<file path="src/rtl/manch_rx_pkg.sv">
`default_nettype none
// ============================================================================
//  Module      : manch_rx_pkg
//  Description : Shared types and helpers for the Manchester-receive to MII
//                framer. It holds the framer state encoding, the SFD byte
//                value and a counter-width helper.
//  Revision    : 1.0 - initial release
// ============================================================================
package manch_rx_pkg;

  typedef enum logic [2:0] {
    IDLE     = 3'd0,
    PREAMBLE = 3'd1,
    DROP     = 3'd2,
    DATA     = 3'd3,
    FLUSH    = 3'd4
  } rx_state_t;

  localparam logic [7:0] SFD_BYTE = 8'hD5;

  // Returns the number of bits needed to hold the values 0..max_val.
  function automatic int unsigned cnt_width(input int unsigned max_val);
    int unsigned w;
    if (max_val < 2) w = 1;
    else             w = $clog2(max_val + 1);
    return w;
  endfunction

endpackage
`default_nettype wire

</file>
<file path="src/rtl/manch_rx_mii_framer_clkgen.sv">
`default_nettype none
// ============================================================================
//  Module      : mii_rx_clkgen
//  Description : Nibble-phase counter for the MII receive side. It produces
//                mii_rx_clk and the nibble update event (NU).
//  Revision    : 1.0 - initial release
//  Ports       : clk       - 16x bit clock
//                rst       - synchronous active-high reset
//                sync_zero - forces the phase counter to 0 on the next edge
//                use_sync  - NU follows sync_zero (data phase) instead of wrap
//                rx_clk    - registered nibble clock, high in upper half phase
//                nu        - nibble update event (combinational)
// ============================================================================
module mii_rx_clkgen
  import manch_rx_pkg::*;
#(
  parameter int unsigned BIT_CLKS = 16
) (
  input  logic clk,
  input  logic rst,
  input  logic sync_zero,
  input  logic use_sync,
  output logic rx_clk,
  output logic nu
);

  localparam int unsigned NIB_CLKS = 4 * BIT_CLKS;
  localparam int unsigned PHW      = cnt_width(NIB_CLKS - 1);

  logic [PHW-1:0] ph;
  logic [PHW-1:0] ph_n;
  logic           wrap;

  assign wrap = (ph == PHW'(NIB_CLKS - 1));
  assign nu   = use_sync ? sync_zero : wrap;

  always_comb begin
    ph_n = ph + PHW'(1);
    if (sync_zero || wrap) ph_n = '0;
  end

  // rx_clk is registered from the next phase value so it always equals
  // (ph >= half period); a forced sync therefore produces the falling edge
  // on the same edge that the nibble outputs change.
  always_ff @(posedge clk) begin
    if (rst) begin
      ph     <= '0;
      rx_clk <= 1'b0;
    end else begin
      ph     <= ph_n;
      rx_clk <= (ph_n >= PHW'(2 * BIT_CLKS));
    end
  end

endmodule
`default_nettype wire

</file>
<file path="src/rtl/manch_rx_mii_framer.sv">
`default_nettype none
// ============================================================================
//  Module      : manch_rx_mii_framer
//  Description : Hunts the preamble and SFD in a decoded NRZ bit stream, packs
//                bits LSB-first into nibbles and drives an MII receive port.
//                Flags SFD timeouts, oversize frames and partial final bytes.
//  Revision    : 1.0 - initial release
//  Ports       : clk16x        - 16x bit clock
//                reset         - synchronous active-high reset
//                nrz_data      - decoded bit, valid with center_sample
//                center_sample - one-cycle strobe per received bit
//                idle_line     - carrier gone
//                mii_rx_clk    - nibble clock to MAC
//                mii_rxd[3:0]  - receive nibble
//                mii_rx_dv     - data valid
//                mii_rx_er     - receive error (oversize frame)
//                mii_crs       - carrier sense
//                sfd_timeout   - pulse: preamble ran too long without SFD
//                rx_packet_end - pulse: dv deasserted at end of frame
//                align_err     - pulse: frame ended on a partial byte
// ============================================================================
module manch_rx_mii_framer
  import manch_rx_pkg::*;
#(
  parameter int unsigned BIT_CLKS          = 16,
  parameter int unsigned MIN_PREAMBLE_BITS = 16,
  parameter int unsigned SFD_TIMEOUT_BITS  = 128,
  parameter int unsigned MAX_FRAME_BYTES   = 1536
) (
  input  logic       clk16x,
  input  logic       reset,
  input  logic       nrz_data,
  input  logic       center_sample,
  input  logic       idle_line,
  output logic       mii_rx_clk,
  output logic [3:0] mii_rxd,
  output logic       mii_rx_dv,
  output logic       mii_rx_er,
  output logic       mii_crs,
  output logic       sfd_timeout,
  output logic       rx_packet_end,
  output logic       align_err
);

  localparam int unsigned PW = cnt_width(MIN_PREAMBLE_BITS);
  localparam int unsigned TW = cnt_width(SFD_TIMEOUT_BITS);
  localparam int unsigned BW = cnt_width(MAX_FRAME_BYTES + 1);

  rx_state_t      state, state_n;
  logic [7:0]     sr, sr_n;
  logic [7:0]     hold, hold_n;
  logic [PW-1:0]  pcnt, pcnt_n;
  logic [TW-1:0]  tcnt, tcnt_n;
  logic [2:0]     bcnt, bcnt_n;
  logic [BW-1:0]  byte_cnt, byte_cnt_n;
  logic           rem, rem_n;        // upper nibble of hold still owed in FLUSH
  logic [3:0]     rxd_n;
  logic           dv_n, er_n, crs_n, tmo_n, align_n, pend_n;
  logic           sync_zero;
  logic           nu;

  mii_rx_clkgen #(
    .BIT_CLKS (BIT_CLKS)
  ) u_clkgen (
    .clk       (clk16x),
    .rst       (reset),
    .sync_zero (sync_zero),
    .use_sync  (state == DATA),
    .rx_clk    (mii_rx_clk),
    .nu        (nu)
  );

  always_comb begin
    state_n    = state;
    sr_n       = sr;
    hold_n     = hold;
    pcnt_n     = pcnt;
    tcnt_n     = tcnt;
    bcnt_n     = bcnt;
    byte_cnt_n = byte_cnt;
    rem_n      = rem;
    rxd_n      = mii_rxd;
    dv_n       = mii_rx_dv;
    er_n       = mii_rx_er;
    crs_n      = mii_crs;
    tmo_n      = 1'b0;
    align_n    = 1'b0;
    pend_n     = 1'b0;
    sync_zero  = 1'b0;

    if (center_sample) sr_n = {nrz_data, sr[7:1]};

    case (state)
      IDLE: begin
        crs_n = 1'b0;
        if (center_sample && !idle_line) begin
          state_n = PREAMBLE;
          crs_n   = 1'b1;
          pcnt_n  = PW'(1);
          tcnt_n  = TW'(1);
        end
      end

      PREAMBLE: begin
        if (center_sample) begin
          if (tcnt != TW'(SFD_TIMEOUT_BITS)) tcnt_n = tcnt + TW'(1);
          if (nrz_data == sr[7]) begin
            // Two equal bits: "11" after a long enough run is the SFD tail,
            // anything else breaks the run and the hunt starts over.
            if (sr[7] && (pcnt >= PW'(MIN_PREAMBLE_BITS))) begin
              state_n    = DATA;
              hold_n     = SFD_BYTE;
              sync_zero  = 1'b1;
              rxd_n      = SFD_BYTE[3:0];
              dv_n       = 1'b1;
              er_n       = 1'b0;
              bcnt_n     = 3'd0;
              byte_cnt_n = '0;
            end else begin
              pcnt_n = '0;
            end
          end else if (pcnt != PW'(MIN_PREAMBLE_BITS)) begin
            pcnt_n = pcnt + PW'(1);
          end
          if ((state_n == PREAMBLE) && (tcnt_n == TW'(SFD_TIMEOUT_BITS))) begin
            tmo_n   = 1'b1;
            state_n = DROP;
          end
        end
        if (idle_line) begin
          if (state_n == DATA) begin
            state_n = FLUSH;
            rem_n   = 1'b1;
          end else begin
            state_n = IDLE;
            crs_n   = 1'b0;
          end
        end
      end

      DROP: begin
        dv_n = 1'b0;
        if (idle_line) begin
          state_n = IDLE;
          crs_n   = 1'b0;
        end
      end

      DATA: begin
        if (center_sample) begin
          bcnt_n = bcnt + 3'd1;
          if (bcnt[1:0] == 2'd3) sync_zero = 1'b1;
          // The output runs one byte behind: the upper nibble of the previous
          // byte goes out mid-byte, the lower nibble of the new byte at its end.
          if (bcnt == 3'd3) rxd_n = hold[7:4];
          if (bcnt == 3'd7) begin
            hold_n = sr_n;
            rxd_n  = sr_n[3:0];
            if (byte_cnt != BW'(MAX_FRAME_BYTES + 1)) byte_cnt_n = byte_cnt + BW'(1);
            if (byte_cnt_n > BW'(MAX_FRAME_BYTES)) er_n = 1'b1;
          end
        end
        if (idle_line) begin
          state_n = FLUSH;
          rem_n   = ~bcnt_n[2];
          if (bcnt_n != 3'd0) align_n = 1'b1;
          bcnt_n  = 3'd0;
        end
      end

      FLUSH: begin
        if (nu) begin
          if (rem) begin
            rxd_n = hold[7:4];
            rem_n = 1'b0;
          end else begin
            dv_n    = 1'b0;
            er_n    = 1'b0;
            crs_n   = 1'b0;
            pend_n  = 1'b1;
            state_n = IDLE;
          end
        end
      end

      default: state_n = IDLE;
    endcase
  end

  always_ff @(posedge clk16x) begin
    if (reset) begin
      state         <= IDLE;
      sr            <= '0;
      hold          <= '0;
      pcnt          <= '0;
      tcnt          <= '0;
      bcnt          <= '0;
      byte_cnt      <= '0;
      rem           <= 1'b0;
      mii_rxd       <= '0;
      mii_rx_dv     <= 1'b0;
      mii_rx_er     <= 1'b0;
      mii_crs       <= 1'b0;
      sfd_timeout   <= 1'b0;
      align_err     <= 1'b0;
      rx_packet_end <= 1'b0;
    end else begin
      state         <= state_n;
      sr            <= sr_n;
      hold          <= hold_n;
      pcnt          <= pcnt_n;
      tcnt          <= tcnt_n;
      bcnt          <= bcnt_n;
      byte_cnt      <= byte_cnt_n;
      rem           <= rem_n;
      mii_rxd       <= rxd_n;
      mii_rx_dv     <= dv_n;
      mii_rx_er     <= er_n;
      mii_crs       <= crs_n;
      sfd_timeout   <= tmo_n;
      align_err     <= align_n;
      rx_packet_end <= pend_n;
    end
  end

endmodule
`default_nettype wire
</file>
<file path="config.mk">
export PLATFORM = sky130hd
export DESIGN_NAME = manch_rx_mii_framer
export DESIGN_NICKNAME = d
export VERILOG_FILES = /design/src/rtl/manch_rx_pkg.sv /design/src/rtl/manch_rx_mii_framer_clkgen.sv /design/src/rtl/manch_rx_mii_framer.sv
export SDC_FILE = /design/constraint.sdc
export NUM_CORES = 1
export LEC_CHECK = 0
export CAP_MARGIN = 20
export CORE_ASPECT_RATIO = 1.25
export CORE_UTILIZATION = 42
export CTS_BUF_LIST = sky130_fd_sc_hd__clkbuf_8
export CTS_CLUSTER_SIZE = 20
export DETAILED_ROUTE_END_ITERATION = 8
export GPL_ROUTABILITY_DRIVEN = 0
export HOLD_SLACK_MARGIN = 0.02
export PLACE_DENSITY = 0.61
export SLEW_MARGIN = 30
export SYNTH_ARGS = -nofsm -noshare
export SYNTH_HDL_FRONTEND = slang
export SYNTH_SLANG_ARGS = --single-unit
</file>
<file path="constraint.sdc">
create_clock -name clk16x -period 2.2 [get_ports clk16x]
set_clock_uncertainty 0.2 [all_clocks]
set_input_delay 0.44 -clock clk16x [delete_from_list [all_inputs] [get_ports clk16x]]
set_output_delay 0.44 -clock clk16x [all_outputs]
set_load 0.03 [all_outputs]
</file>
==> results.txt <==
----------------------------------------------------
[Hold path]
  Worst min-delay path category ... flop to flop
  Startpoint of the lowest-slack hold path ... u_clkgen.ph[0]
  Hold path depth ... 1
  Sink of the worst hold path ... u_clkgen.ph[0]

[STA]
  Total of endpoints with negative setup slack in the final report ... 0
  Max-slew violation total from the final report ... 0
  Final Cycle Share ... 0.939
  Number of hold violations in the final report ... 0
  Post-Route Setup TNS ... 0 ps
  RSZ-0062 raised after global routing ... no
  Peak Freq ... 484 MHz
  Headroom to the max-slew limit ... 0.603
  Worst Max-Slew Pin Slew ... 595 ps
  Clock period minus worst slack ... approximately 2100 ps

[CTS]
  Number of buffers on the longest clock path ... 2
  Clock buffers created by TritonCTS ... 9
  Root buffer cell ... sky130_fd_sc_hd__clkbuf_8
  Number of sinks handled by clock tree synthesis ... 59
  Source-to-sink clock delay at the later pin of the worst-skew pair ... between 300 and 400 ps
  Clock tree from TritonCTS ... built
  Hold-fix buffers, CTS ... 0
  Number of levels in the clock H-tree ... 3
  Clock Pin Slew Worst Setup and Hold Paths ... 70 ps

[Critical path]
  Number of cells traversed by the worst register-to-register path ... 6
  Cells traversed along the worst timing path ... clkdlybuf4s50_1
  Required arrival time at the worst endpoint ... 1560 ps
  Crit Reg-Reg Endpoint ... byte_cnt[8]
  Crit path buf inv count ... 1
  Crit path arrival time ... 1430 ps
  Category of the worst setup path capture point ... output pin
  Worst setup slack for register-to-register paths ... 170 ps
  Kind of launch point of the worst setup path ... flop
  Critical path type ... flop to output pin
  Top cell family by delay on the critical path ... buffers and inverters
  Max stage delay cell, worst path ... sky130_fd_sc_hd__clkdlybuf4s50_1
  Critical Path Fanout Max ... 3
  Largest stage delay, worst path ... 690 ps
  Startpoint of the most critical register-to-register path ... bcnt[0]

[Synth]
  Share of flip-flops with an asynchronous set or reset ... 0
  Cell types with the largest area share after synthesis ... sky130_fd_sc_hd__dfxtp_1 34%, sky130_fd_sc_hd__nor2_1 4.9%, sky130_fd_sc_hd__a21oi_1 4.7%, sky130_fd_sc_hd__o21ai_0 3.4%, sky130_fd_sc_hd__ha_1 3.3%
  Post-Syn Area ... 3430 um^2
  Synthesized net count ... 434
  Commonest register cell after synthesis ... sky130_fd_sc_hd__dfxtp_1
  Fraction of the yosys area taken by sequential cells ... 0.344
  Syn avg cell area ... 8.17 um^2
  Count of flip-flops with a built-in enable after synthesis ... 0
  Area share of the largest cell type after synthesis ... 0.344
  Gate count of the mapped netlist ... 420
  Post-synthesis cell type with the largest combined area ... sky130_fd_sc_hd__dfxtp_1
  Most used standard cells in the synthesized netlist ... 59 x sky130_fd_sc_hd__dfxtp_1, 45 x sky130_fd_sc_hd__nor2_1, 32 x sky130_fd_sc_hd__a21oi_1
  Most numerous cell in the Yosys netlist ... sky130_fd_sc_hd__dfxtp_1
  Warnings, synthesis ... 0
  Flip-flop and latch count after synthesis ... 59
  Distinct cell type count after synthesis ... 73

[Floorplanning]
  Number of standard-cell rows in the floorplan ... 36
  Die Ht ... 103 um
  Initial standard-cell utilization of the core ... 0.438
  Number of top-level design ports ... 16
  Total die area ... 8530 um^2
  Core region area ... 7840 um^2
  Chip Width ... 82.8 um

[GRT]
  Global Route Usage Sum ... 0.204
  First-pass GRT wire length ... 14.0 mm
  Vias in the first global route ... about 3,000
  Largest net degree at the start of global routing ... 30
  Total congestion overflow after global routing ... 0
  Antenna violations before repair ... 0

[Layout]
  Diode count ... 0
  Util after Layout ... 0.524
  Number of nets in the layout ... 473
  Layout Area Growth over Synthesis ... 19.7%
  Fraction of layout cells with a size suffix above 1 ... 0.177

[Pwr]
  Maximum vdd drop ... ~0.39 mV
  Post-layout total power ... between 2000 and 2500 uW
  Power per standard cell area ... 563 nW/um^2
  Static Leakage ... 0.00151 uW

[Placement]
  Placed wire-length estimate after detailed placement ... 5.99 mm
  Input/output buffers ... 15

[Route]
  Router iterations before antenna repair ... 4
  Detailed-route wire length per cell ... 14.7 um
  WL final ... 8.23 mm
  Overall via count from detail_route ... 3,171
  Remaining DRCs ... 0
  Vias per inst ... 5.67
  Number of nets with antenna violations after routing ... 0
  DR iter-0 viols ... 121

[Job]
  Max capacitance violation total ... 0

[Run status]
  Result of the run ... completed

----------------------------------------------------
==> final cells by class <==
cell class,instances,area (um^2)
fill,772,3730
multi-input combinational,320,2070
sequential,59,1190
timing repair buffer,56,480
clock buffer,9,124
tap,95,119
clock inverter,7,76.3
inverter,13,48.8
==> routing by layer <==
metal | part of all wire | global-route usage | wire, um
met1 | 0.47 | 0.247 | 3850
met2 | 0.49 | 0.353 | 4020
met3 | 0.025 | 0.0416 | 208
met4 | 0.018 | 0.0928 | 151
met5 | 0 | 0 | 0
==> registers in the layout, indices dropped and copies added, names as in the netlist <==
register	count
sr	8
pcnt	5
rem	1
rx_packet_end	1
hold	4
mii_rx_dv	1
state	3
mii_rxd	4
bcnt	3
tcnt	8
sfd_timeout	1
byte_cnt	11
align_err	1
mii_rx_er	1
mii_crs	1
u_clkgen.ph	6
==> per-stage QoR <==
| step | hold WS (ps) | instance area [um^2] | instances | worst slack, ps |
|---|---|---|---|---|
| after floorplan | 213 | 3430 | 420 | 214 |
| after global placement | 223 | 3880 | 542 | -191 |
| after CTS | 252 | 4080 | 558 | 52.6 |
| after global routing | 292 | 4100 | 559 | 16.5 |
| final | 248 | 4100 | 559 | 135 |
| after detailed placement | 237 | 3880 | 542 | -257 |
==> layout by cell type, fill, tap and decap left out, types with 4 or more instances in the layout <==
cell	instances
sky130_fd_sc_hd__dfxtp_1	56
sky130_fd_sc_hd__nor2_1	45
sky130_fd_sc_hd__buf_4	39
sky130_fd_sc_hd__a21oi_1	32
sky130_fd_sc_hd__nand2_1	29
sky130_fd_sc_hd__o21ai_0	23
sky130_fd_sc_hd__nand3_1	22
sky130_fd_sc_hd__inv_1	13
sky130_fd_sc_hd__clkdlybuf4s50_1	13
sky130_fd_sc_hd__mux2i_1	11
sky130_fd_sc_hd__nor3_1	10
sky130_fd_sc_hd__clkbuf_8	9
sky130_fd_sc_hd__or3_1	8
sky130_fd_sc_hd__nand4_1	8
sky130_fd_sc_hd__ha_1	8
sky130_fd_sc_hd__nand2b_1	7
sky130_fd_sc_hd__and3_1	7
sky130_fd_sc_hd__and2_1	6
sky130_fd_sc_hd__xnor2_1	6
sky130_fd_sc_hd__nor4_1	6
sky130_fd_sc_hd__o21a_1	5
sky130_fd_sc_hd__or4_1	5
sky130_fd_sc_hd__a31oi_1	5
sky130_fd_sc_hd__mux2_2	4
sky130_fd_sc_hd__a22oi_1	4
sky130_fd_sc_hd__a311oi_1	4
==> cells by family after synthesis <==
logic type | after synthesis | synth area share
xor gates and xnor gates | 10 | 0.0277
DFF | 59 | 0.344
buffers and inverters | 41 | 0.0558
muxes | 15 | 0.0452
adders and majority gates | 9 | 0.0328
and+or+nand+nor | 179 | 0.284
AOI/OAI and AO/OA | 107 | 0.210
==> power by group <==
group	internal, uW	switching [uW]
combinational	90.0	110
sequential	1080	16.0
clock	528	488
total	1700	614
==> worst max path at each step <==
stage          cells after the start   startpoint         to
6_report                           1    mii_rx_er  mii_rx_er
3_3_place_gp                       6     nrz_data    pcnt[4]
5_1_grt                            7  byte_cnt[1]  mii_rx_er
3_5_place_dp                       6     nrz_data    pcnt[3]
4_1_cts                            6  byte_cnt[0]  mii_rx_er
2_1_floorplan                      6  byte_cnt[0]  mii_rx_er
==> repair_timing <==
item | CTS | global route
resized for setup | 0 | 7
setup endpoints to repair | 0 | 7
setup buffers | 0 | 1
No activity file was read; power rests on OpenSTA's default activity.
